**src/rtl/ifmap_write_controller_pkg.sv**
```systemverilog
// ifmap_write_controller_pkg: shared IFMap scratchpad sizing, state encoding and wrap helpers
package ifmap_write_controller_pkg;
    localparam int IFMAP_ADDR_WIDTH = 4;
    localparam int IFMAP_DEPTH = 16;
    localparam int DATA_WIDTH = 16;
    localparam int LEN_WIDTH = IFMAP_ADDR_WIDTH + 1;
    typedef enum logic [1:0] {
        S_IDLE  = 2'd0,
        S_FILL  = 2'd1,
        S_READY = 2'd2,
        S_HOLD  = 2'd3
    } state_e;
    function automatic logic [IFMAP_ADDR_WIDTH-1:0] wrap_inc(input logic [IFMAP_ADDR_WIDTH-1:0] a);
        return (a == IFMAP_ADDR_WIDTH'(IFMAP_DEPTH - 1)) ? '0 : a + IFMAP_ADDR_WIDTH'(1);
    endfunction
    function automatic logic [LEN_WIDTH-1:0] clamp_len(input logic [LEN_WIDTH-1:0] l);
        return (l == '0 || l > LEN_WIDTH'(IFMAP_DEPTH)) ? LEN_WIDTH'(IFMAP_DEPTH) : l;
    endfunction
endpackage

```
**src/rtl/ifmap_write_controller_mod_counter.sv**
```systemverilog
// mod_counter: scratchpad address counter wrapping at IFMAP_DEPTH; load+enable yields wrap_inc(load value)
module mod_counter
    import ifmap_write_controller_pkg::*;
(
    input  logic                        clk_i,
    input  logic                        rst_i,
    input  logic                        clr_i,
    input  logic                        load_i,
    input  logic [IFMAP_ADDR_WIDTH-1:0] load_val_i,
    input  logic                        en_i,
    output logic [IFMAP_ADDR_WIDTH-1:0] cnt_o
);
    logic [IFMAP_ADDR_WIDTH-1:0] cnt_q, cnt_d, src;
    assign src = load_i ? load_val_i : cnt_q;
    assign cnt_d = clr_i ? '0 : en_i ? wrap_inc(src) : src;
    always_ff @(posedge clk_i) begin
        cnt_q <= !rst_i ? '0 : cnt_d;
    end
    assign cnt_o = cnt_q;
endmodule

```
**src/rtl/ifmap_write_controller.sv**
```systemverilog
// ifmap_write_controller: streams words into the circular IFMap scratchpad and publishes
// complete windows to the reader, freeing each window when the reader releases it.
module ifmap_write_controller
    import ifmap_write_controller_pkg::*;
(
    input  logic                        clk_i,
    input  logic                        rst_i,
    input  logic                        start_i,
    input  logic [LEN_WIDTH-1:0]        row_len_i,
    input  logic                        in_valid_i,
    input  logic [DATA_WIDTH-1:0]       in_data_i,
    input  logic                        in_last_i,
    output logic                        in_ready_o,
    output logic                        wen_o,
    output logic [IFMAP_ADDR_WIDTH-1:0] waddr_o,
    output logic [DATA_WIDTH-1:0]       wdata_o,
    input  logic                        release_i,
    output logic [IFMAP_ADDR_WIDTH-1:0] start_data_o,
    output logic [IFMAP_ADDR_WIDTH-1:0] end_data_o,
    output logic                        window_valid_o,
    output logic [LEN_WIDTH-1:0]        count_o,
    output logic                        full_o,
    output logic                        empty_o,
    output logic                        err_o
);
    state_e state_q;
    logic [IFMAP_ADDR_WIDTH-1:0] end_data_q, next_end_q;
    logic [LEN_WIDTH-1:0] count_q, count_d, eff_len_q, cur_len_q, next_len_q, open_cnt_q, words;
    logic err_q, pend_q, accept, close, rel_ok;

    assign full_o = count_q == LEN_WIDTH'(IFMAP_DEPTH);
    assign empty_o = count_q == '0;
    assign window_valid_o = state_q == S_READY || state_q == S_HOLD;
    assign in_ready_o = !start_i && !full_o && (state_q == S_FILL || state_q == S_READY);
    assign accept = in_valid_i && in_ready_o;
    assign words = open_cnt_q + LEN_WIDTH'(1);
    assign close = accept && (in_last_i || words == eff_len_q);
    assign rel_ok = release_i && window_valid_o;
    assign count_d = count_q + LEN_WIDTH'(accept) - (rel_ok ? cur_len_q : '0);
    assign wen_o = accept;
    assign wdata_o = in_data_i;
    assign end_data_o = end_data_q;
    assign count_o = count_q;
    assign err_o = err_q;

    mod_counter u_wptr (
        .clk_i(clk_i), .rst_i(rst_i), .clr_i(start_i), .load_i(1'b0),
        .load_val_i('0), .en_i(accept), .cnt_o(waddr_o)
    );
    mod_counter u_start (
        .clk_i(clk_i), .rst_i(rst_i), .clr_i(start_i), .load_i(rel_ok),
        .load_val_i(end_data_q), .en_i(rel_ok), .cnt_o(start_data_o)
    );

    // pend_q: a window closed in the same cycle READY was released; it goes live after one FILL cycle
    always_ff @(posedge clk_i) begin
        if (!rst_i || start_i) begin
            state_q    <= rst_i ? S_FILL : S_IDLE;
            eff_len_q  <= rst_i ? clamp_len(row_len_i) : LEN_WIDTH'(IFMAP_DEPTH);
            end_data_q <= '0;
            next_end_q <= '0;
            count_q    <= '0;
            cur_len_q  <= '0;
            next_len_q <= '0;
            open_cnt_q <= '0;
            err_q      <= 1'b0;
            pend_q     <= 1'b0;
        end else begin
            count_q <= count_d;
            if (release_i && !window_valid_o) err_q <= 1'b1;
            if (accept) open_cnt_q <= close ? '0 : words;
            if (close && (state_q != S_FILL || pend_q)) begin
                next_end_q <= waddr_o;
                next_len_q <= words;
            end
            case (state_q)
                S_FILL: begin
                    if (pend_q || close) begin
                        end_data_q <= pend_q ? next_end_q : waddr_o;
                        cur_len_q  <= pend_q ? next_len_q : words;
                        state_q    <= (pend_q && close) ? S_HOLD : S_READY;
                    end
                    pend_q <= 1'b0;
                end
                S_READY: begin
                    if (release_i) begin
                        state_q <= S_FILL;
                        pend_q  <= close;
                    end else if (close) state_q <= S_HOLD;
                end
                S_HOLD: begin
                    if (release_i) begin
                        end_data_q <= next_end_q;
                        cur_len_q  <= next_len_q;
                        state_q    <= S_READY;
                    end
                end
                default: ;
            endcase
        end
    end
endmodule
```
**config.mk**
```make
export PLATFORM = sky130hd
export DESIGN_NAME = ifmap_write_controller
export DESIGN_NICKNAME = d
export VERILOG_FILES = /design/src/rtl/ifmap_write_controller_pkg.sv /design/src/rtl/ifmap_write_controller_mod_counter.sv /design/src/rtl/ifmap_write_controller.sv
export SDC_FILE = /design/constraint.sdc
export NUM_CORES = 1
export LEC_CHECK = 0
export ABC_AREA = 1
export CAP_MARGIN = 20
export CORE_MARGIN = 5
export CORE_UTILIZATION = 53
export DETAILED_ROUTE_END_ITERATION = 8
export PLACE_DENSITY = 0.95
export RECOVER_POWER = 50
export SKIP_CTS_REPAIR_TIMING = 1
export SYNTH_ARGS = -nofsm -noshare
export SYNTH_HDL_FRONTEND = slang
export SYNTH_SLANG_ARGS = --single-unit
```
**constraint.sdc**
```tcl
create_clock -name clk_i -period 3.65 [get_ports clk_i]
set_input_delay 0.365 -clock clk_i [delete_from_list [all_inputs] [get_ports clk_i]]
set_output_delay 0.365 -clock clk_i [all_outputs]
set_load 0.05 [all_outputs]
```
### Yosys cells after proc, flatten, opt, wreduce, memory -nomap -nowiden

Index checks and enable logic that the tools add are counted.

| operators by class | value |
|---|---|
| add/subtract/negate cells | 5 |
| magnitude comparators | 1 |
| equal/unequal tests | 14 |
| mux-type cells | 24 |
| bitwise logic cells | 1 |
| reductions and logical operators | 29 |

Operator list:

| operator | number |
|---|---|
| 4-bit two-way mux | 7 |
| 5-bit two-way mux | 5 |
| 5-bit zero test | 2 |
| 2-bit two-way mux | 5 |
| 5-bit case mux with 2 select lines | 1 |
| 4-bit by 1-bit adder with 4-bit output, second input constant | 2 |
| 4-bit == test, second input constant | 2 |
| 1-bit logical AND | 8 |
| 4-bit case mux with 2 select lines | 1 |
| 1-bit logical OR | 7 |
| 2-bit case mux with 3 select lines | 1 |
| 5-bit by 1-bit adder with 5-bit output | 1 |
| 5-bit by 1-bit adder with 5-bit output, second input constant | 1 |
| 5-bit == test | 1 |
| 5-bit == test, second input constant | 1 |
| 5-bit > comparator, second input constant | 1 |
| 5-bit subtractor | 1 |
| 2-bit == test, second input constant | 2 |
| 1-bit zero test | 4 |
| 2-bit by 1-bit != test with 1-bit output, second input constant | 2 |
| 2-bit != test, second input constant | 2 |
| 4-bit by 3-bit != test with 1-bit output, second input constant | 1 |
| 4-bit AND reduction | 1 |
| 2-bit nonzero test | 2 |
| 10 further kinds | 13 |

| storage, ports and cells | value |
|---|---|
| flip-flop bits (word level) | 45 |
| bits of input ports | 27 |
| output and inout bits | 39 |

### Logic depth before layout (Yosys ltp)

| depth | value |
|---|---|
| depth after elaboration | 11 |
| mapped depth | 15 |
| depth with buffers taken out | 15 |

### Cells and area by module

Synthesis repeated with hierarchy kept, for this count alone.

| second synthesis, totals | value |
|---|---|
| cells, all modules | 399 |
| area, all modules | 2707.6 um2 |

Modules (own cells, without submodules):

| module | times used | cells each | area an instance (um2) |
|---|---|---|---|
| ifmap_write_controller | 1 | 321 | 2212.1 |
| mod_counter | 2 | 39 | 247.7 |

### Worst setup path after synthesis

No wires, ideal clock.

| timing | value |
|---|---|
| path kind | reg-to-reg |
| start point | reg count_q[1], in the netlist count_o[1] |
| end point | reg count_q[4], in the netlist count_o[4] |
| data arrival time | 2624 ps |
| data required time | 3514 ps |
| slack | 890 ps |
| stages on the path, launching flop included | 12 |
| buffers on the path | 0 |
| clock period less this slack | 2760 ps |
| cells stage by stage | dfxtp_1 nor4_2 nand2_1 nand2_1 nor2_2 ha_1 inv_1 fa_1 nor2_1 a211oi_1 xor2_1 nor2_1 |

| between the ends | value |
|---|---|
| longest elaborated chain between the ends | 7 |

Ends and longest elaborated chain:

| what | RTL line | RTL |
|---|---|---|
| start: declaration | ifmap_write_controller.sv:28 | `logic [LEN_WIDTH-1:0] count_q, count_d, eff_len_q, cur_len_q, next_len_q, open_cnt_q, words;` |
| start signal: assignment | ifmap_write_controller.sv:69 | `count_q <= count_d;` |
| 5-bit == test | ifmap_write_controller.sv:31 | `assign full_o = count_q == LEN_WIDTH'(IFMAP_DEPTH);` |
| 1-bit zero test | ifmap_write_controller.sv:34 | `assign in_ready_o = !start_i && !full_o && (state_q == S_FILL \|\| state_q == S_READY);` |
| 1-bit logical AND (2 in a row) | ifmap_write_controller.sv:34 |  |
| 1-bit logical AND | ifmap_write_controller.sv:35 | `assign accept = in_valid_i && in_ready_o;` |
| via wen_o | ifmap_write_controller.sv:14 | `output logic wen_o,` |
| 5-bit by 1-bit adder with 5-bit output | ifmap_write_controller.sv:39 | `assign count_d = count_q + LEN_WIDTH'(accept) - (rel_ok ? cur_len_q : '0);` |
| 5-bit subtractor | ifmap_write_controller.sv:39 |  |

The timed path passes the listed nets, and every way through them passes these cells.
A chain may end at the register's enable or synchronous reset.

### Worst setup path after layout

| timing | value |
|---|---|
| start point | in rst_i |
| end point | reg u_start.cnt_q[2], in the netlist u_start.cnt_o[2] |

| between the ends | value |
|---|---|
| longest elaborated chain between the ends | 2 |

Ends and longest elaborated chain:

| what | RTL line | RTL |
|---|---|---|
| start: declaration | ifmap_write_controller.sv:7 | `input logic rst_i,` |
| 1-bit NOT (no source line) | n/a |  |
| 2-bit OR reduction (no source line) | n/a |  |
| end signal: assignment | ifmap_write_controller_mod_counter.sv:17 | `cnt_q <= !rst_i ? '0 : cnt_d;` |
| end: declaration | ifmap_write_controller_mod_counter.sv:13 | `logic [IFMAP_ADDR_WIDTH-1:0] cnt_q, cnt_d, src;` |

Every way passes these cells.

==> run metrics <==
hold path cells=2; initial core utilization=0.555; Layout area overhead=13.1%; # setup viols final=0; Clock Tree Buf Depth=2; average size of a mapped cell=approximately 7.3 sq um; sequential share of power=0.429; Max Used Layer=met4; Hold Crit Class=reg2reg; Seq/Total Area, Yosys=0.363; Clock power frac=0.241; core area=0.00482 sq mm; Post-Synthesis Cells=365; Final min period=a little over 3000 ps; pre-CTS setup slack=about 700 ps; RSZ-0062 raised after global routing=no; Initial DRC Count=175; Root Driver=clkbuf_8; Logic pwr share=0.329; Yosys reg bits=45; Netlist Area Pre-Place=~0.0027 sq mm; Rel. slew slack=0.363; crit path launch type=primary input; commonest non-fill, non-tap cell in the layout=nand2_1; R2R depth=16; DP Wirelength=around 4300 microns; arrival time worst endpoint=3230 ps; via count=about 2,400; most frequent cells in the layout=nand2_1, inv_1, nor2_1; Site Rows=25; Vias/cell=around 5.2; hold_ws=462 ps; largest net degree at the start of global routing=23; clk slew on worst S/H paths=roughly 80 ps; drt wl/cell=around 13 microns; Pwr Density=432 mW/mm^2; CTS tree=yes; CTS Sinks=45; MaxCap Viol Count=0; Async SR Flop Fraction=0; drt pass-1 iters=4; Final Hold Fails=0; Worst-Margin Slew=around 960 ps; antenna cells=0; f_max=roughly 330 MHz; Slew Viols, Final=0; drt total wl=~5700 microns; WS Path Type=in2reg; VDD IR-drop max=0.262 mV; post-route ant nets=0; CP Capture Type=flip-flop; Internal Power=829 uW; grt ovf=0; crit path max fanout=22; routed wl met3=approximately 400 microns; area occupied by registers=about 970 sq um; Met2 Wirelength=~2800 microns; antenna violations before repair=0; NetSw=between 400 and 500 uW; Post-synth top flop=dfxtp_1; Post-synth EDFFs=7; layout cells sized above 1=0.0881; Clock Skew=5.61 ps; Clock Latency Late Sink=300 ps; final critical-path setup slack=just over 600 ps; # IOs=66; top cell type's share of synthesized area=0.285; top post-synthesis cells by area=dfxtp_1, nand2_1, edfxtp_1; Yosys top cell by area=dfxtp_1; Final Cycle Share=0.834; H-tree depth=2; full die area=between 0.006 and 0.007 sq mm; vias in the first global route=~2,200; DRC=0; Post-Route Utilization=0.628; first-pass GRT wire length=~9400 microns; Die X=approximately 80 microns; yosys warns=0; Post-Route Setup TNS=0 ps; status=finished, final reports clean; Filler cells=around 440; footprint of the multi-input gates=~0.0013 sq mm; TritonCTS buffer count=5; die height=roughly 81 microns; GRT Resource Usage Total=0.186; M1 wire length=2480 microns; Synth Net Count=around 410; Pleak=~1.4 nW; IO Port Bufs=33; final net count=around 430; Netlist cell types=36; WP data required=approximately 3800 ps; switching share of power=0.365; RePlAce Congestion=about 0.85
[state kept, by name, summed over array words and instances, names as in the netlist, named ones only]
signal         count
pend_q             1
state_q            2
next_end_q         4
cur_len_q          5
u_start.cnt_o      3
eff_len_q          5
count_o            5
end_data_o         4
u_wptr.cnt_o       4
err_o              1
next_len_q         5
open_cnt_q         5
[cells in the mapped netlist, types with 2 or more instances]
| master | n |
|---|---|
| inv_1 | 49 |
| nand2_1 | 80 |
| edfxtp_1 | 7 |
| nand3_2 | 3 |
| xor2_1 | 2 |
| a21oi_1 | 25 |
| buf_4 | 17 |
| ha_1 | 14 |
| nor2_2 | 4 |
| buf_2 | 2 |
| dfxtp_1 | 38 |
| o21ai_0 | 23 |
| nor2_1 | 39 |
| a21oi_2 | 8 |
| clkbuf_1 | 2 |
| nand3_1 | 21 |
| clkinv_1 | 2 |
| xnor2_1 | 2 |
| nand4_1 | 5 |
| a211oi_1 | 4 |
| nand2_4 | 2 |
| nand2_2 | 2 |
[worst max-delay path, cell delays in order]
cell and delay, ps:
dlygate4sd3_1 540, inv_1 100, nor2_1 100, clkbuf_1 720, clkinv_1 850, a311oi_1 540
[kinds of logic (layout without fill, tap and decap cells)]
group / after synthesis / in the layout / synth area share
AND/OR/NAND/NOR: 161 / 161 / 0.271
adder cells (fa/ha/maj): 15 / 15 / 0.0730
XOR/XNOR: 4 / 4 / 0.0131
buffers and inverters: 77 / 98 / 0.144
flip-flops: 45 / 45 / 0.363
AO/OA/AOI/OAI: 63 / 63 / 0.136
[worst paths after layout]
check	from	end	slack, ps
worst max-delay path	rst_i	u_start.cnt_o[2]$_SDFF_PN0_	610
worst min register to register	next_len_q[0]$_SDFFE_PN0P_	next_len_q[0]$_SDFFE_PN0P_	460
worst min-delay path	next_len_q[0]$_SDFFE_PN0P_	next_len_q[0]$_SDFFE_PN0P_	460
worst max register to register	state_q[0]$_DFFE_PP_	count_o[4]$_SDFF_PN0_	780
[power by group through the flow]
| stage | clock [mW] | combinational [mW] | sequential [mW] |
|---|---|---|---|
| floorplan | 0 | 0.341 | 0.606 |
| global placement | 0 | 0.422 | 0.571 |
| detailed placement | 0 | 0.431 | 0.573 |
| CTS | 0.322 | 0.435 | 0.561 |
| global route | 0.349 | 0.471 | 0.566 |
| finish | 0.315 | 0.431 | 0.561 |
[area by class of cell]
class	count	area share
Timing Repair Buffer	37	0.118
Tap cell	67	0.0277
Multi-Input combinational cell	243	0.436
Inverter	53	0.0674
Clock inverter	2	0.00289
Sequential cell	45	0.321
Clock buffer	6	0.0273
[per-stage QoR]
step / instance area (sq um) / total power [mW] / cells
global placement: 2940 / 0.992 / 445
floorplan: 2670 / 0.947 / 365
detailed placement: 2940 / 1.00 / 445
global route: 3030 / 1.39 / 453
finish: 3030 / 1.31 / 453
CTS: 3030 / 1.32 / 453
[per-layer routing]
layer  vias to the layer above  GRT usage
met5                         -          0
met2                        92      0.320
met4                         0     0.0963
li1                       1198          -
met3                        12     0.0455
met1                      1071      0.212
Note: power is estimated with default switching activity, not from simulation.
==> RTL edit 1 (same settings) <==
`IFMAP_ADDR_WIDTH`: 4 -> 3.
--- a/src/rtl/ifmap_write_controller_pkg.sv
+++ b/src/rtl/ifmap_write_controller_pkg.sv
@@ -2,3 +2,3 @@
 package ifmap_write_controller_pkg;
-    localparam int IFMAP_ADDR_WIDTH = 4;
+    localparam int IFMAP_ADDR_WIDTH = 3;
     localparam int IFMAP_DEPTH = 16;
Ports: changed (5 resized); port bits go from 66 to 61. No check against the original RTL was run, so the function may have changed too.
==> RTL edit 1 against the original RTL <==
Routed wire length down 35%; die area down 25%; power down 42%; worst setup slack better by 0.26 ns; sequential cell count down 13; synthesized area down 29%; synthesized cell count down 30%; core utilization down 1.7 points; design area down 31%; largest cell class unchanged.
==> RTL edit 1: results (changes against the original RTL) <==
<table>
<tr><th>Metric</th><th>Value</th></tr>
<tr><th colspan="2">Hold path</th></tr>
<tr><td>Beginning of the worst hold path</td><td>err_o (was next_len_q[0])</td></tr>
<tr><td>End point of the worst hold path</td><td>err_o (was next_len_q[0])</td></tr>
<tr><th colspan="2">Final layout</th></tr>
<tr><td>Final-layout fill cell count</td><td>298 (was 437)</td></tr>
<tr><td>Relative area of non-clock buffer cells in the final design</td><td>0.121 (was 0.118)</td></tr>
<tr><td>Clock distribution area overhead in the final layout</td><td>0.0270 (was 0.0302)</td></tr>
<tr><td>Layout clock buffer count</td><td>5 (was 6)</td></tr>
<tr><td>Combined area of the multi-input logic cells</td><td>913 um^2 (was 1320 um^2)</td></tr>
<tr><td>Logic inverters</td><td>39 (was 53)</td></tr>
<tr><td>Storage element area</td><td>661 um^2 (was 971 um^2)</td></tr>
<tr><th colspan="2">Setup path</th></tr>
<tr><td>R2R Setup Slk</td><td>1.09 ns (was 0.78 ns)</td></tr>
<tr><td>Crit Path Max Fanout</td><td>11 (was 22)</td></tr>
<tr><td>WP data arrival</td><td>2.41 ns (was 3.23 ns)</td></tr>
<tr><th colspan="2">Place</th></tr>
<tr><td>Routability congestion estimate</td><td>0.821 (was 0.851)</td></tr>
<tr><td>Area post-placement</td><td>2070 um^2 (was 2940 um^2)</td></tr>
<tr><th colspan="2">Yosys</th></tr>
<tr><td>Number of synthesized flops with an enable pin</td><td>2 (was 7)</td></tr>
<tr><td>Number of nets produced by synthesis</td><td>294 (was 407)</td></tr>
<tr><td>Sequential-to-total area share from yosys stat</td><td>0.347 (was 0.363)</td></tr>
<tr><td>Commonest cells in the synthesized netlist</td><td>47 x sky130_fd_sc_hd__nor2_1, 38 x sky130_fd_sc_hd__inv_1, 30 x sky130_fd_sc_hd__dfxtp_1 (was 80 x sky130_fd_sc_hd__nand2_1, 49 x sky130_fd_sc_hd__inv_1, 39 x sky130_fd_sc_hd__nor2_1)</td></tr>
<tr><td>Post-synthesis sequential element count</td><td>32 (was 45)</td></tr>
<tr><th colspan="2">GRT</th></tr>
<tr><td>Pin count of the biggest net entering global routing</td><td>24 (was 23)</td></tr>
<tr><th colspan="2">Run status</th></tr>
<tr><td>Result of the run</td><td>finished, final reports clean (unchanged)</td></tr>
<tr><th colspan="2">STA</th></tr>
<tr><td>Worst-Margin Slew</td><td>0.938 ns (was 0.956 ns)</td></tr>
<tr><td>Worst Skew</td><td>0.00989 ns (was 0.00561 ns)</td></tr>
<tr><th colspan="2">Clock network</th></tr>
<tr><td>Clock input transition at the sequential cells of the worst setup and hold paths</td><td>0.11 ns (was 0.08 ns)</td></tr>
<tr><th colspan="2">Routing</th></tr>
<tr><td>Vias/cell</td><td>5.07 (was 5.24)</td></tr>
</table>
## RTL edit 1: cell count changes in the layout (fill, tap and decap cells not counted), moves of 6 or more
| cell | delta |
|---|---|
| sky130_fd_sc_hd__nand2_1 | -48 |
| sky130_fd_sc_hd__dlygate4sd3_1 | -19 |
| sky130_fd_sc_hd__nand3_1 | -9 |
| sky130_fd_sc_hd__a21oi_2 | -8 |
| sky130_fd_sc_hd__inv_1 | -11 |
| sky130_fd_sc_hd__clkbuf_8 | -6 |
| sky130_fd_sc_hd__dfxtp_1 | -8 |
| sky130_fd_sc_hd__nor2_1 | +8 |
| sky130_fd_sc_hd__a21oi_1 | -7 |
| sky130_fd_sc_hd__clkdlybuf4s50_1 | +10 |
## RTL edit 1: cells by family (layout without fill, tap and decap cells)
kind of cell / after synthesis / in the layout / share of synthesized area
and+or+nand+nor: 104 / 104 / 0.270
buffers and inverters: 60 / 73 / 0.153
AOI/OAI and AO/OA: 38 / 38 / 0.104
DFF: 32 / 32 / 0.347
adders and majority gates: 14 / 14 / 0.0959
xor gates and xnor gates: 4 / 4 / 0.0184
muxes: 2 / 2 / 0.0118
## RTL edit 1: metal layers
| layer | up-vias | global-route usage | wire length (um) |
|---|---|---|---|
| met5 | - | 0 | 0 |
| met4 | 0 | 0.0979 | 93 |
| met3 | 13 | 0.0560 | 199 |
| met2 | 38 | 0.270 | 1860 |
| met1 | 732 | 0.186 | 1580 |
| li1 | 804 | - | - |
## RTL edit 1: worst max-delay path, stage by stage (launching register included)
cell	delay, ns
sky130_fd_sc_hd__edfxtp_1	0.44
sky130_fd_sc_hd__inv_1	0.08
sky130_fd_sc_hd__ha_1	0.22
sky130_fd_sc_hd__inv_1	0.06
sky130_fd_sc_hd__nand3_1	0.19
sky130_fd_sc_hd__nor2_8	0.24
sky130_fd_sc_hd__clkdlybuf4s50_1	0.84
## RTL edit 1: worst max-delay path by stage
stage / startpoint / end / slack (ns) / depth (start not counted)
2_1_floorplan: state_q[0] / count_o[2] / 1.34 / 13
3_3_place_gp: release_i / count_o[2] / 1.11 / 13
3_5_place_dp: release_i / count_o[2] / 1.05 / 13
4_1_cts: state_q[0] / wen_o / 0.91 / 6
5_1_grt: state_q[0] / wen_o / 0.79 / 6
6_report: state_q[0] / wen_o / 0.87 / 6
## RTL edit 1: metrics by stage
stage / cells / power, mW / util
after floorplan: 254 / 0.567 / -
after global placement: 305 / 0.558 / 0.607
after detailed placement: 305 / 0.566 / 0.607
after CTS: 313 / 0.771 / 0.623
after global routing: 313 / 0.795 / 0.611
final: 313 / 0.753 / 0.611
## RTL edit 1: power breakdown
group / switching [mW] / total (mW) / internal (mW)
logic: 0.117 / 0.177 / 0.0594
registers: 0.00840 / 0.373 / 0.365
clock network: 0.129 / 0.203 / 0.0738
==> RTL edit 2 (same settings) <==
Without the edit above. Re-encode `state_e` (4 states) as one-hot, 4 bits wide.
--- a/src/rtl/ifmap_write_controller_pkg.sv
+++ b/src/rtl/ifmap_write_controller_pkg.sv
@@ -6,7 +6,7 @@
     localparam int LEN_WIDTH = IFMAP_ADDR_WIDTH + 1;
-    typedef enum logic [1:0] {
-        S_IDLE  = 2'd0,
-        S_FILL  = 2'd1,
-        S_READY = 2'd2,
-        S_HOLD  = 2'd3
+    typedef enum logic [3:0] {
+        S_IDLE  = 4'b0001,
+        S_FILL  = 4'b0010,
+        S_READY = 4'b0100,
+        S_HOLD  = 4'b1000
     } state_e;
Function: same outputs for any inputs over 4 cycles, from zero or initial values; so few cycles prove little.
==> RTL edit 2 against the original RTL <==
Routed wire length up 2.6%; synthesized area up 5.3%; sequential share of layout area up 0.79 points; worst setup slack worse by 0.040 ns; sequential cell count up 2; design area up 3.6%; core utilization down 1.8 points; critical endpoint is now count_o[4].
Power is not compared: it rests on default switching activity, and its combinational part moved more than twofold at a synthesized area within 25%.
==> RTL edit 2: results (changes against the original RTL) <==
<table>
<tr><th>Metric</th><th>Value</th></tr>
<tr><th colspan="2">Run status</th></tr>
<tr><td>Result of the run</td><td>finished, final reports clean (unchanged)</td></tr>
<tr><th colspan="2">Setup path</th></tr>
<tr><td>Worst flop-to-flop path startpoint</td><td>state_q[1] (was state_q[0])</td></tr>
<tr><td>End point of the critical path</td><td>count_o[4] (was u_start.cnt_o[2])</td></tr>
<tr><td>Number of cell instances on the worst register-to-register path</td><td>14 (was 16)</td></tr>
<tr><td>WP data arrival</td><td>3.32 ns (was 3.23 ns)</td></tr>
<tr><td>Crit Path Max Fanout</td><td>12 (was 22)</td></tr>
<tr><td>Family with the most delay on the worst path</td><td>simple AND/OR/NAND/NOR gates (was buffers and inverters)</td></tr>
<tr><td>Cell with the biggest individual delay on the critical path</td><td>sky130_fd_sc_hd__fa_1 (was sky130_fd_sc_hd__clkinv_1)</td></tr>
<tr><th colspan="2">Final layout</th></tr>
<tr><td>Share of post-route cells with drive strength above 1</td><td>0.114 (was 0.0881)</td></tr>
<tr><td>Fin nets</td><td>433 (was 427)</td></tr>
<tr><th colspan="2">Routing</th></tr>
<tr><td>Met1 Routed Length</td><td>2420 um (was 2480 um)</td></tr>
<tr><td>Vias/cell</td><td>5.16 (was 5.24)</td></tr>
<tr><td>Met2 routed WL</td><td>3020 um (was 2760 um)</td></tr>
<tr><td>Routed wire length</td><td>5870 um (was 5720 um)</td></tr>
<tr><th colspan="2">Yosys</th></tr>
<tr><td>Number of nets produced by synthesis</td><td>418 (was 407)</td></tr>
<tr><td>Sequential-to-total area share from yosys stat</td><td>0.366 (was 0.363)</td></tr>
<tr><td>Commonest cells in the synthesized netlist</td><td>73 x sky130_fd_sc_hd__nand2_1, 49 x sky130_fd_sc_hd__inv_1, 40 x sky130_fd_sc_hd__nor2_1 (was 80 x sky130_fd_sc_hd__nand2_1, 49 x sky130_fd_sc_hd__inv_1, 39 x sky130_fd_sc_hd__nor2_1)</td></tr>
<tr><td>Number of synthesized flops with an enable pin</td><td>9 (was 7)</td></tr>
<tr><td>Post-synthesis cell type count</td><td>37 (was 36)</td></tr>
<tr><th colspan="2">Place</th></tr>
<tr><td>Routability congestion estimate</td><td>0.876 (was 0.851)</td></tr>
<tr><td>Final HPWL from detailed placement</td><td>4320 um (was 4340 um)</td></tr>
<tr><td>Setup slack at placement</td><td>0.674 ns (was 0.700 ns)</td></tr>
<tr><th colspan="2">GRT</th></tr>
<tr><td>Total global-route track usage</td><td>0.174 (was 0.186)</td></tr>
<tr><td>Global-route wire length before repair</td><td>10,100 um (was 9450 um)</td></tr>
<tr><th colspan="2">STA</th></tr>
<tr><td>Worst-Margin Slew</td><td>1.02 ns (was 0.956 ns)</td></tr>
<tr><th colspan="2">Hold path</th></tr>
<tr><td>End point of the worst hold path</td><td>next_end_q[3] (was next_len_q[0])</td></tr>
</table>
-- RTL edit 2: stage by stage --
step / std cells / hold WS (ns) / power, mW / cell area (um^2) / util
floorplan: 379 / 0.441 / 0.752 / 2820 / -
global placement: 457 / 0.449 / 0.740 / 3030 / 0.590
detailed placement: 457 / 0.458 / 0.747 / 3030 / 0.590
CTS: 465 / 0.470 / 1.11 / 3150 / 0.612
global route: 465 / 0.496 / 1.15 / 3140 / 0.610
finish: 465 / 0.468 / 1.10 / 3140 / 0.610
-- RTL edit 2: power by group through the flow --
| stage | clock network (mW) | logic [mW] | registers [mW] |
|---|---|---|---|
| after floorplan | 0 | 0.170 | 0.582 |
| after detailed placement | 0 | 0.175 | 0.571 |
| after global placement | 0 | 0.170 | 0.570 |
| after CTS | 0.377 | 0.177 | 0.559 |
| after global routing | 0.398 | 0.191 | 0.560 |
| final | 0.371 | 0.174 | 0.558 |
-- RTL edit 2: logic make-up after synthesis --
group | share of synthesized area
simple gates | 0.306
buf+inv | 0.152
compound gates | 0.110
flops | 0.366
fa+ha+maj | 0.0560
xor+xnor | 0.00934
-- RTL edit 2: per-layer routing --
metal | up-vias | GRT usage
li1 | 1218 | -
met1 | 1096 | 0.189
met2 | 70 | 0.326
met3 | 14 | 0.0436
met4 | 0 | 0.0609
met5 | - | 0
-- RTL edit 2: cell type report --
cell class	count	area, um^2
timing repair buffer	34	334
tap	70	87.6
clock buffer	7	108
sequential	47	1030
fill	467	2000
clock inverter	1	5.00
multi-input combinational	250	1350
inverter	56	223
